`src/rtl/synapse_window_sched_if.sv`:
```
// Configuration port of the synapse window scheduler.
// Carries shadow-register writes, the commit request and the status flags
// the scheduler reports back to whoever is configuring the bank.
interface synapse_window_sched_if #(
    parameter int NUM_SYN  = 8,
    parameter int WEIGHT_W = 8,
    parameter int ADDR_W   = $clog2(NUM_SYN + 1)
);
    logic                cfg_valid;
    logic                cfg_ready;
    logic [ADDR_W-1:0]   cfg_addr;
    logic [WEIGHT_W-1:0] cfg_weight;
    logic [WEIGHT_W-1:0] cfg_thresh;
    logic                cfg_commit;
    logic                cfg_err;
    logic                commit_pend;

    // Configuring agent: issues writes and commits, observes status.
    modport master (
        output cfg_valid, cfg_addr, cfg_weight, cfg_thresh, cfg_commit,
        input  cfg_ready, cfg_err, commit_pend
    );

    // Scheduler side: accepts writes and commits, reports status.
    modport slave (
        input  cfg_valid, cfg_addr, cfg_weight, cfg_thresh, cfg_commit,
        output cfg_ready, cfg_err, commit_pend
    );
endinterface

```
`src/rtl/synapse_window_sched.sv`:
```
// Window timebase and atomic weight/threshold configurator for a bank of
// NUM_SYN synapses that share one spiking window of LEN cycles.
// Writes land in shadow registers; a commit copies the whole shadow set to
// the active outputs on a window boundary (or on the next edge while idle),
// so the synapses never see a weight change in the middle of a window.
// The address field is one value wider than a plain synapse index so that
// an out-of-range target (flagged with cfg_err) can actually be expressed.
module synapse_window_sched #(
    parameter  int NUM_SYN        = 8,
    parameter  int SPIKING_WINDOW = 16,
    parameter  int WIN_MULT       = 3,
    parameter  int WEIGHT_W       = 8,
    localparam int LEN            = WIN_MULT * SPIKING_WINDOW,
    localparam int CNT_W          = $clog2(LEN),
    localparam int ADDR_W         = $clog2(NUM_SYN + 1)
) (
    input  logic                               clk,
    input  logic                               rst_n,
    input  logic                               enable,
    synapse_window_sched_if.slave              cfg,
    output logic                               syn_rst_n,
    output logic [NUM_SYN-1:0][WEIGHT_W-1:0]   weight_o,
    output logic [NUM_SYN-1:0][WEIGHT_W-1:0]   thresh_o,
    output logic                               win_start,
    output logic                               win_end,
    output logic [CNT_W-1:0]                   cycle_cnt,
    output logic [15:0]                        win_idx
);

    localparam logic [CNT_W-1:0]  CNT_ZERO = {CNT_W{1'b0}};
    localparam logic [CNT_W-1:0]  CNT_ONE  = {{(CNT_W-1){1'b0}}, 1'b1};
    localparam logic [CNT_W-1:0]  CNT_LAST = CNT_W'(LEN - 1);
    localparam logic [ADDR_W-1:0] ADDR_LIM = ADDR_W'(NUM_SYN);

    typedef enum logic [0:0] {
        ST_IDLE = 1'b0,
        ST_RUN  = 1'b1
    } state_e;

    typedef logic [NUM_SYN-1:0][WEIGHT_W-1:0] bank_t;

    state_e        state_q, state_d;
    logic [CNT_W-1:0] cnt_q, cnt_d;
    logic [15:0]   win_idx_q, win_idx_d;
    logic          win_start_q, win_start_d;
    logic          win_end_q, win_end_d;
    logic          syn_rst_n_q, syn_rst_n_d;
    logic          boundary_s;

    bank_t         shadow_w_q, shadow_w_d;
    bank_t         shadow_t_q, shadow_t_d;
    bank_t         active_w_q, active_w_d;
    bank_t         active_t_q, active_t_d;
    logic          cfg_ready_q, cfg_ready_d;
    logic          cfg_err_q, cfg_err_d;
    logic          commit_pend_q, commit_pend_d;
    logic          accept_s;
    logic          in_range_s;
    logic          apply_s;

    // FSM state register.
    always_ff @(posedge clk or negedge rst_n) begin
        if (!rst_n) begin
            state_q <= ST_IDLE;
        end else begin
            state_q <= state_d;
        end
    end

    // FSM next state plus the window timebase derived from it.
    always_comb begin
        state_d    = state_q;
        cnt_d      = cnt_q;
        win_idx_d  = win_idx_q;
        boundary_s = 1'b0;
        case (state_q)
            ST_IDLE: begin
                cnt_d = CNT_ZERO;
                if (enable) begin
                    state_d = ST_RUN;
                end else begin
                    state_d = ST_IDLE;
                end
            end
            ST_RUN: begin
                if (cnt_q == CNT_LAST) begin
                    // The window always completes; enable only matters here.
                    boundary_s = 1'b1;
                    cnt_d      = CNT_ZERO;
                    win_idx_d  = win_idx_q + 16'd1;
                    if (enable) begin
                        state_d = ST_RUN;
                    end else begin
                        state_d = ST_IDLE;
                    end
                end else begin
                    cnt_d = cnt_q + CNT_ONE;
                end
            end
            default: begin
                state_d = ST_IDLE;
                cnt_d   = CNT_ZERO;
            end
        endcase
        // Flags are computed from the next position so they line up with it.
        win_start_d = (state_d == ST_RUN) && (cnt_d == CNT_ZERO);
        win_end_d   = (state_d == ST_RUN) && (cnt_d == CNT_LAST);
        syn_rst_n_d = (state_d == ST_RUN);
    end

    // Shadow writes, commit tracking and the shadow-to-active copy.
    always_comb begin
        accept_s   = cfg.cfg_valid && cfg_ready_q;
        in_range_s = (cfg.cfg_addr < ADDR_LIM);
        // A pending commit lands at a window boundary, or at once when idle.
        apply_s    = commit_pend_q && ((state_q == ST_IDLE) || boundary_s);
        shadow_w_d = shadow_w_q;
        shadow_t_d = shadow_t_q;
        for (int i = 0; i < NUM_SYN; i++) begin
            if (accept_s && (cfg.cfg_addr == ADDR_W'(i))) begin
                shadow_w_d[i] = cfg.cfg_weight;
                shadow_t_d[i] = cfg.cfg_thresh;
            end else begin
                shadow_w_d[i] = shadow_w_q[i];
                shadow_t_d[i] = shadow_t_q[i];
            end
        end
        if (apply_s) begin
            active_w_d = shadow_w_q;
            active_t_d = shadow_t_q;
        end else begin
            active_w_d = active_w_q;
            active_t_d = active_t_q;
        end
        if (apply_s) begin
            commit_pend_d = 1'b0;
        end else if (cfg.cfg_commit) begin
            commit_pend_d = 1'b1;
        end else begin
            commit_pend_d = commit_pend_q;
        end
        // Writes are held off while a commit waits, keeping the set frozen.
        cfg_ready_d = !commit_pend_d;
        cfg_err_d   = accept_s && !in_range_s;
    end

    // Timebase, configuration and active-bank registers.
    always_ff @(posedge clk or negedge rst_n) begin
        if (!rst_n) begin
            cnt_q         <= CNT_ZERO;
            win_idx_q     <= 16'd0;
            win_start_q   <= 1'b0;
            win_end_q     <= 1'b0;
            syn_rst_n_q   <= 1'b0;
            shadow_w_q    <= '0;
            shadow_t_q    <= '0;
            active_w_q    <= '0;
            active_t_q    <= '0;
            cfg_ready_q   <= 1'b1;
            cfg_err_q     <= 1'b0;
            commit_pend_q <= 1'b0;
        end else begin
            cnt_q         <= cnt_d;
            win_idx_q     <= win_idx_d;
            win_start_q   <= win_start_d;
            win_end_q     <= win_end_d;
            syn_rst_n_q   <= syn_rst_n_d;
            shadow_w_q    <= shadow_w_d;
            shadow_t_q    <= shadow_t_d;
            active_w_q    <= active_w_d;
            active_t_q    <= active_t_d;
            cfg_ready_q   <= cfg_ready_d;
            cfg_err_q     <= cfg_err_d;
            commit_pend_q <= commit_pend_d;
        end
    end

    assign cycle_cnt       = cnt_q;
    assign win_idx         = win_idx_q;
    assign win_start       = win_start_q;
    assign win_end         = win_end_q;
    assign syn_rst_n       = syn_rst_n_q;
    assign weight_o        = active_w_q;
    assign thresh_o        = active_t_q;
    assign cfg.cfg_ready   = cfg_ready_q;
    assign cfg.cfg_err     = cfg_err_q;
    assign cfg.commit_pend = commit_pend_q;

endmodule

```
`src/flat_wrapper.sv`:
```
// flat-port wrapper written by rule: the top's interface ports become plain ports
module synapse_window_sched_flat 
#(
    parameter  int NUM_SYN        = 8,
    parameter  int SPIKING_WINDOW = 16,
    parameter  int WIN_MULT       = 3,
    parameter  int WEIGHT_W       = 8,
    localparam int LEN            = WIN_MULT * SPIKING_WINDOW,
    localparam int CNT_W          = $clog2(LEN),
    localparam int ADDR_W         = $clog2(NUM_SYN + 1)
)
  (clk, rst_n, enable, syn_rst_n, weight_o, thresh_o, win_start, win_end, cycle_cnt, win_idx, cfg_cfg_valid, cfg_cfg_addr, cfg_cfg_weight, cfg_cfg_thresh, cfg_cfg_commit, cfg_cfg_ready, cfg_cfg_err, cfg_commit_pend);
  synapse_window_sched_if #(.NUM_SYN(NUM_SYN), .WEIGHT_W(WEIGHT_W)) cfg_i ();
  input  logic clk;
  input  logic rst_n;
  input  logic enable;
  output logic syn_rst_n;
  output logic [NUM_SYN-1:0][WEIGHT_W-1:0] weight_o;
  output logic [NUM_SYN-1:0][WEIGHT_W-1:0] thresh_o;
  output logic win_start;
  output logic win_end;
  output logic [CNT_W-1:0] cycle_cnt;
  output logic [15:0] win_idx;
  input wire logic [$bits(cfg_i.cfg_valid)-1:0] cfg_cfg_valid;
  input wire logic [$bits(cfg_i.cfg_addr)-1:0] cfg_cfg_addr;
  input wire logic [$bits(cfg_i.cfg_weight)-1:0] cfg_cfg_weight;
  input wire logic [$bits(cfg_i.cfg_thresh)-1:0] cfg_cfg_thresh;
  input wire logic [$bits(cfg_i.cfg_commit)-1:0] cfg_cfg_commit;
  output wire logic [$bits(cfg_i.cfg_ready)-1:0] cfg_cfg_ready;
  output wire logic [$bits(cfg_i.cfg_err)-1:0] cfg_cfg_err;
  output wire logic [$bits(cfg_i.commit_pend)-1:0] cfg_commit_pend;
  assign cfg_i.cfg_valid = cfg_cfg_valid;
  assign cfg_i.cfg_addr = cfg_cfg_addr;
  assign cfg_i.cfg_weight = cfg_cfg_weight;
  assign cfg_i.cfg_thresh = cfg_cfg_thresh;
  assign cfg_i.cfg_commit = cfg_cfg_commit;
  assign cfg_cfg_ready = cfg_i.cfg_ready;
  assign cfg_cfg_err = cfg_i.cfg_err;
  assign cfg_commit_pend = cfg_i.commit_pend;
  synapse_window_sched #(.NUM_SYN(NUM_SYN), .SPIKING_WINDOW(SPIKING_WINDOW), .WIN_MULT(WIN_MULT), .WEIGHT_W(WEIGHT_W)) u_core (.clk(clk), .rst_n(rst_n), .enable(enable), .cfg(cfg_i), .syn_rst_n(syn_rst_n), .weight_o(weight_o), .thresh_o(thresh_o), .win_start(win_start), .win_end(win_end), .cycle_cnt(cycle_cnt), .win_idx(win_idx));
endmodule
```
`config.mk`:
```
export PLATFORM = sky130hd
export DESIGN_NAME = synapse_window_sched_flat
export DESIGN_NICKNAME = d
export VERILOG_FILES = /design/src/rtl/synapse_window_sched_if.sv /design/src/rtl/synapse_window_sched.sv /design/src/flat_wrapper.sv
export SDC_FILE = /design/constraint.sdc
export NUM_CORES = 1
export LEC_CHECK = 0
export ABC_AREA = 1
export BUFFER_PORTS_ARGS = -buffer_cell sky130_fd_sc_hd__buf_2
export CORE_MARGIN = 2
export CORE_UTILIZATION = 50
export CTS_CLUSTER_DIAMETER = 200
export CTS_CLUSTER_SIZE = 12
export DETAILED_ROUTE_END_ITERATION = 8
export PLACE_DENSITY_LB_ADDON = 0.12
export SYNTH_ARGS = -nofsm -noshare
export SYNTH_HDL_FRONTEND = slang
export SYNTH_SLANG_ARGS = --single-unit
```
`constraint.sdc`:
```
create_clock -name clk -period 4.6 [get_ports clk]
set_input_delay 0.92 -clock clk [delete_from_list [all_inputs] [get_ports clk]]
set_output_delay 0.92 -clock clk [all_outputs]
set_load 0.1 [all_outputs]
```
==> flow_metrics.env <==
export IMPL_regToRegSetupSlack_ns=1.81
export IMPL_cts_buffers=27
export IMPL_first_pass_iters=5
export IMPL_fmax_ghz=0.359
export IMPL_fin_skew_ns=0.00695
export IMPL_synthToLayoutAreaGrowth_pct=14.5
export IMPL_final_layout_size_suffix_gt1_share_pct=17.0
export IMPL_required_ns=5.00
export IMPL_synth_distinct_cells=25
export IMPL_core_area_sq_mm=0.0218
export IMPL_path_class="reg2reg"
export IMPL_postCtsHoldBufs=0
export IMPL_grt_remaining_overflow=0
export IMPL_syn_inst=1174
export IMPL_grt_usage_pct=23.3
export IMPL_setup_viol=0
export IMPL_cts_sinks=284
export IMPL_rsz0062_at_grt="no"
export IMPL_hold_violations=0
export IMPL_nets=1351
export IMPL_grt_max_degree=126
export IMPL_run_status="complete, no violations"
export IMPL_die_area_sq_mm=0.0234
export IMPL_grt_antenna_before_repair=0
export IMPL_ff2ff_path_depth=9
export IMPL_rows=54
export IMPL_drtIter0Drc=561
export IMPL_worst_slew_pin_slew_ns=1.20
export IMPL_ys_seq_elements=284
export IMPL_placed_cell_area_sq_mm=0.0120
export IMPL_cts_resized=0
export IMPL_htreeDepth=1
export IMPL_place_congestion=0.798
export IMPL_post_route_min_period_ns=2.79
export IMPL_crit_fanout=69
export IMPL_netlist_area_sq_mm=0.0111
export IMPL_drc=0
export IMPL_fin_util_pct=58.3
export IMPL_power_frac_clock_pct=38.9
export IMPL_ys_seq_area_share_pct=64.0
export IMPL_total_power_uw=4990
export IMPL_synth_flop_cell="dfrtp_1"
export IMPL_grt_pass1_vias=8096
export IMPL_switching_share_pct=25.7
export IMPL_grt_pass1_wl_mm=44.6
export IMPL_p_sw_uw=1280
export IMPL_clk_latency_ns=0.52
export IMPL_intPower_uw=3710
export IMPL_relSlewSlack_pct=20.0
export IMPL_cts_path_max_buffers=3
export IMPL_endpoint_kind="flop"
export IMPL_via_per_inst=5.17
export IMPL_final_antenna_net_count=0
export IMPL_cp_arrival_ns=3.19
export IMPL_cts_root_buf="clkbuf_16"
export IMPL_fin_crit_sh_pct=60.6
export IMPL_wire_per_inst_um=16.6
export IMPL_boundaryPins=181
export IMPL_p_leak_uw=0.00712
export IMPL_vias=8285
export IMPL_insertedDiodeCount=0
export IMPL_combPwrFrac_pct=8.9
export IMPL_fin_area_sq_mm=0.0127
export IMPL_worstSetupStartpointType="flop"
export IMPL_die_height_um=153
export IMPL_p_seq_share_pct=52.2
export IMPL_power_density_mw_per_mm2=393
export IMPL_clk_pin_slew_worst_paths_ns=0.06
export IMPL_slew_viol_final=0
export IMPL_holdCritPathClass="in2async"
export IMPL_r2r_start="u_core.cycle_cnt[0]"
export IMPL_cts_setup_buffers=0
export IMPL_vdd_drop_max_mv=0.245
export IMPL_syn_area_per_cell_sq_um=9.46
export IMPL_yosys_warnings=0
export IMPL_synthArstFlopShare_pct=100
export IMPL_synth_edf_count=0
export IMPL_wirelength_mm=26.7
export IMPL_cts_tree="yes"
export IMPL_hpwlAfterDp_mm=16.6
export IMPL_startpoint="u_core.cycle_cnt[0]"
export IMPL_portBuffers=180
export IMPL_die_w_um=153
export IMPL_synthesis_nets=1201
export IMPL_drv_cap=0
export IMPL_fin_setup_tns_ns=0
export IMPL_initial_core_util_pct=50.9
export IMPL_rr_endpoint="u_core.weight_o[57]"
==> sequential cells by signal, summed over array words and instances (netlist names) <==
register                count
u_core.win_end              1
u_core.shadow_t_q          64
u_core.state_q              1
u_core.cfg.commit_pend      1
u_core.cfg.cfg_err          1
u_core.win_start            1
u_core.weight_o            64
u_core.shadow_w_q          64
u_core.win_idx             16
u_core.cfg.cfg_ready        1
u_core.thresh_o            64
u_core.cycle_cnt            6
==> per-stage QoR <==
step           hold slack, ns  setup slack, ns  instances
4_1_cts                 0.468             1.79       1603
3_3_place_gp            0.448             1.85       1575
2_1_floorplan           0.454             2.26       1174
5_1_grt                 0.491             1.57       1603
3_5_place_dp            0.453             1.81       1575
6_report                0.461             1.81       1603
==> critical path: stages, from the launching register on <==
cell and delay [ns]:
dfrtp_1 0.47, ha_1 0.23, nand2_1 0.09, nor2_2 0.13, nand2_1 0.11, nand2_4 0.39, nand2_4 0.56, buf_4 0.47
nand2_1 0.11, nand2_1 0.05
==> cell families (layout without fill, tap and decap cells) <==
kind of cell	after synthesis	in the layout	share of synthesized area [%]
AOI/OAI and AO/OA	133	133	5.99
xor gates and xnor gates	9	9	0.710
adders and majority gates	2	2	0.225
buffers and inverters	112	261	5.59
DFF	284	284	64.0
and+or+nand+nor	634	634	23.5
==> layer usage <==
metal  track usage, %  up-vias  wire [um]
met5                0        -          0
met3             3.23       28       1470
met4             5.11        0        379
met2             36.4      228      12400
li1                 -     4031          -
met1             35.3     3998      12400
==> synth_stat cells (3+ instances only) <==
| cell type | count | share of area, % |
|---|---|---|
| clkbuf_1 | 30 | 1.0 |
| buf_2 | 10 | 0.45 |
| nand2_1 | 447 | 15 |
| xor2_1 | 4 | 0.32 |
| o21ai_0 | 131 | 5.9 |
| xnor2_1 | 5 | 0.39 |
| nor3_1 | 3 | 0.14 |
| nand2_2 | 3 | 0.17 |
| nor2_1 | 26 | 0.88 |
| buf_6 | 24 | 2.4 |
| dfrtp_1 | 283 | 64 |
| nand3_1 | 144 | 6.5 |
| nand4_1 | 5 | 0.28 |
| inv_1 | 45 | 1.5 |
==> cells in the final DEF, fill, tap and decap left out, drive strengths merged <==
cell type	instances
a21oi	1
and3	1
nand3	144
xnor2	5
o21ai	132
nor2	29
bufinv	1
nand2	451
buf	187
inv	46
nand3b	1
xor2	4
clkbuf	27
dfstp	1
nor3	3
dfrtp	283
ha	2
nand4	5
==> how the worst max path moves through the flow <==
stage,endpoint,slack (ns),cells after the start
detailed placement,u_core.shadow_t_q[28],1.81,5
finish,u_core.weight_o[57],1.81,9
CTS,u_core.weight_o[55],1.79,9
global route,u_core.weight_o[57],1.57,9
floorplan,u_core.thresh_o[15],2.26,10
global placement,u_core.shadow_t_q[26],1.85,4
==> final cells by class <==
class | instances | area (sq um)
multi-input cells | 778 | 3390
clock inverters | 1 | 30.0
inverters | 46 | 173
repair buffers | 187 | 988
fillers | 1993 | 9100
flip-flops and latches | 284 | 7110
well taps | 280 | 350
clock buffers | 27 | 676
==> power by group through the flow <==
stage                     sequential [uW]  combinational [uW]  clock (uW)
after floorplan                      2840                 129           0
after global placement               2650                 449           0
after detailed placement             2650                 454           0
after CTS                            2610                 454        1980
after global routing                 2610                 483        2080
final                                2610                 445        1940
(Power assumes the default switching activity.)
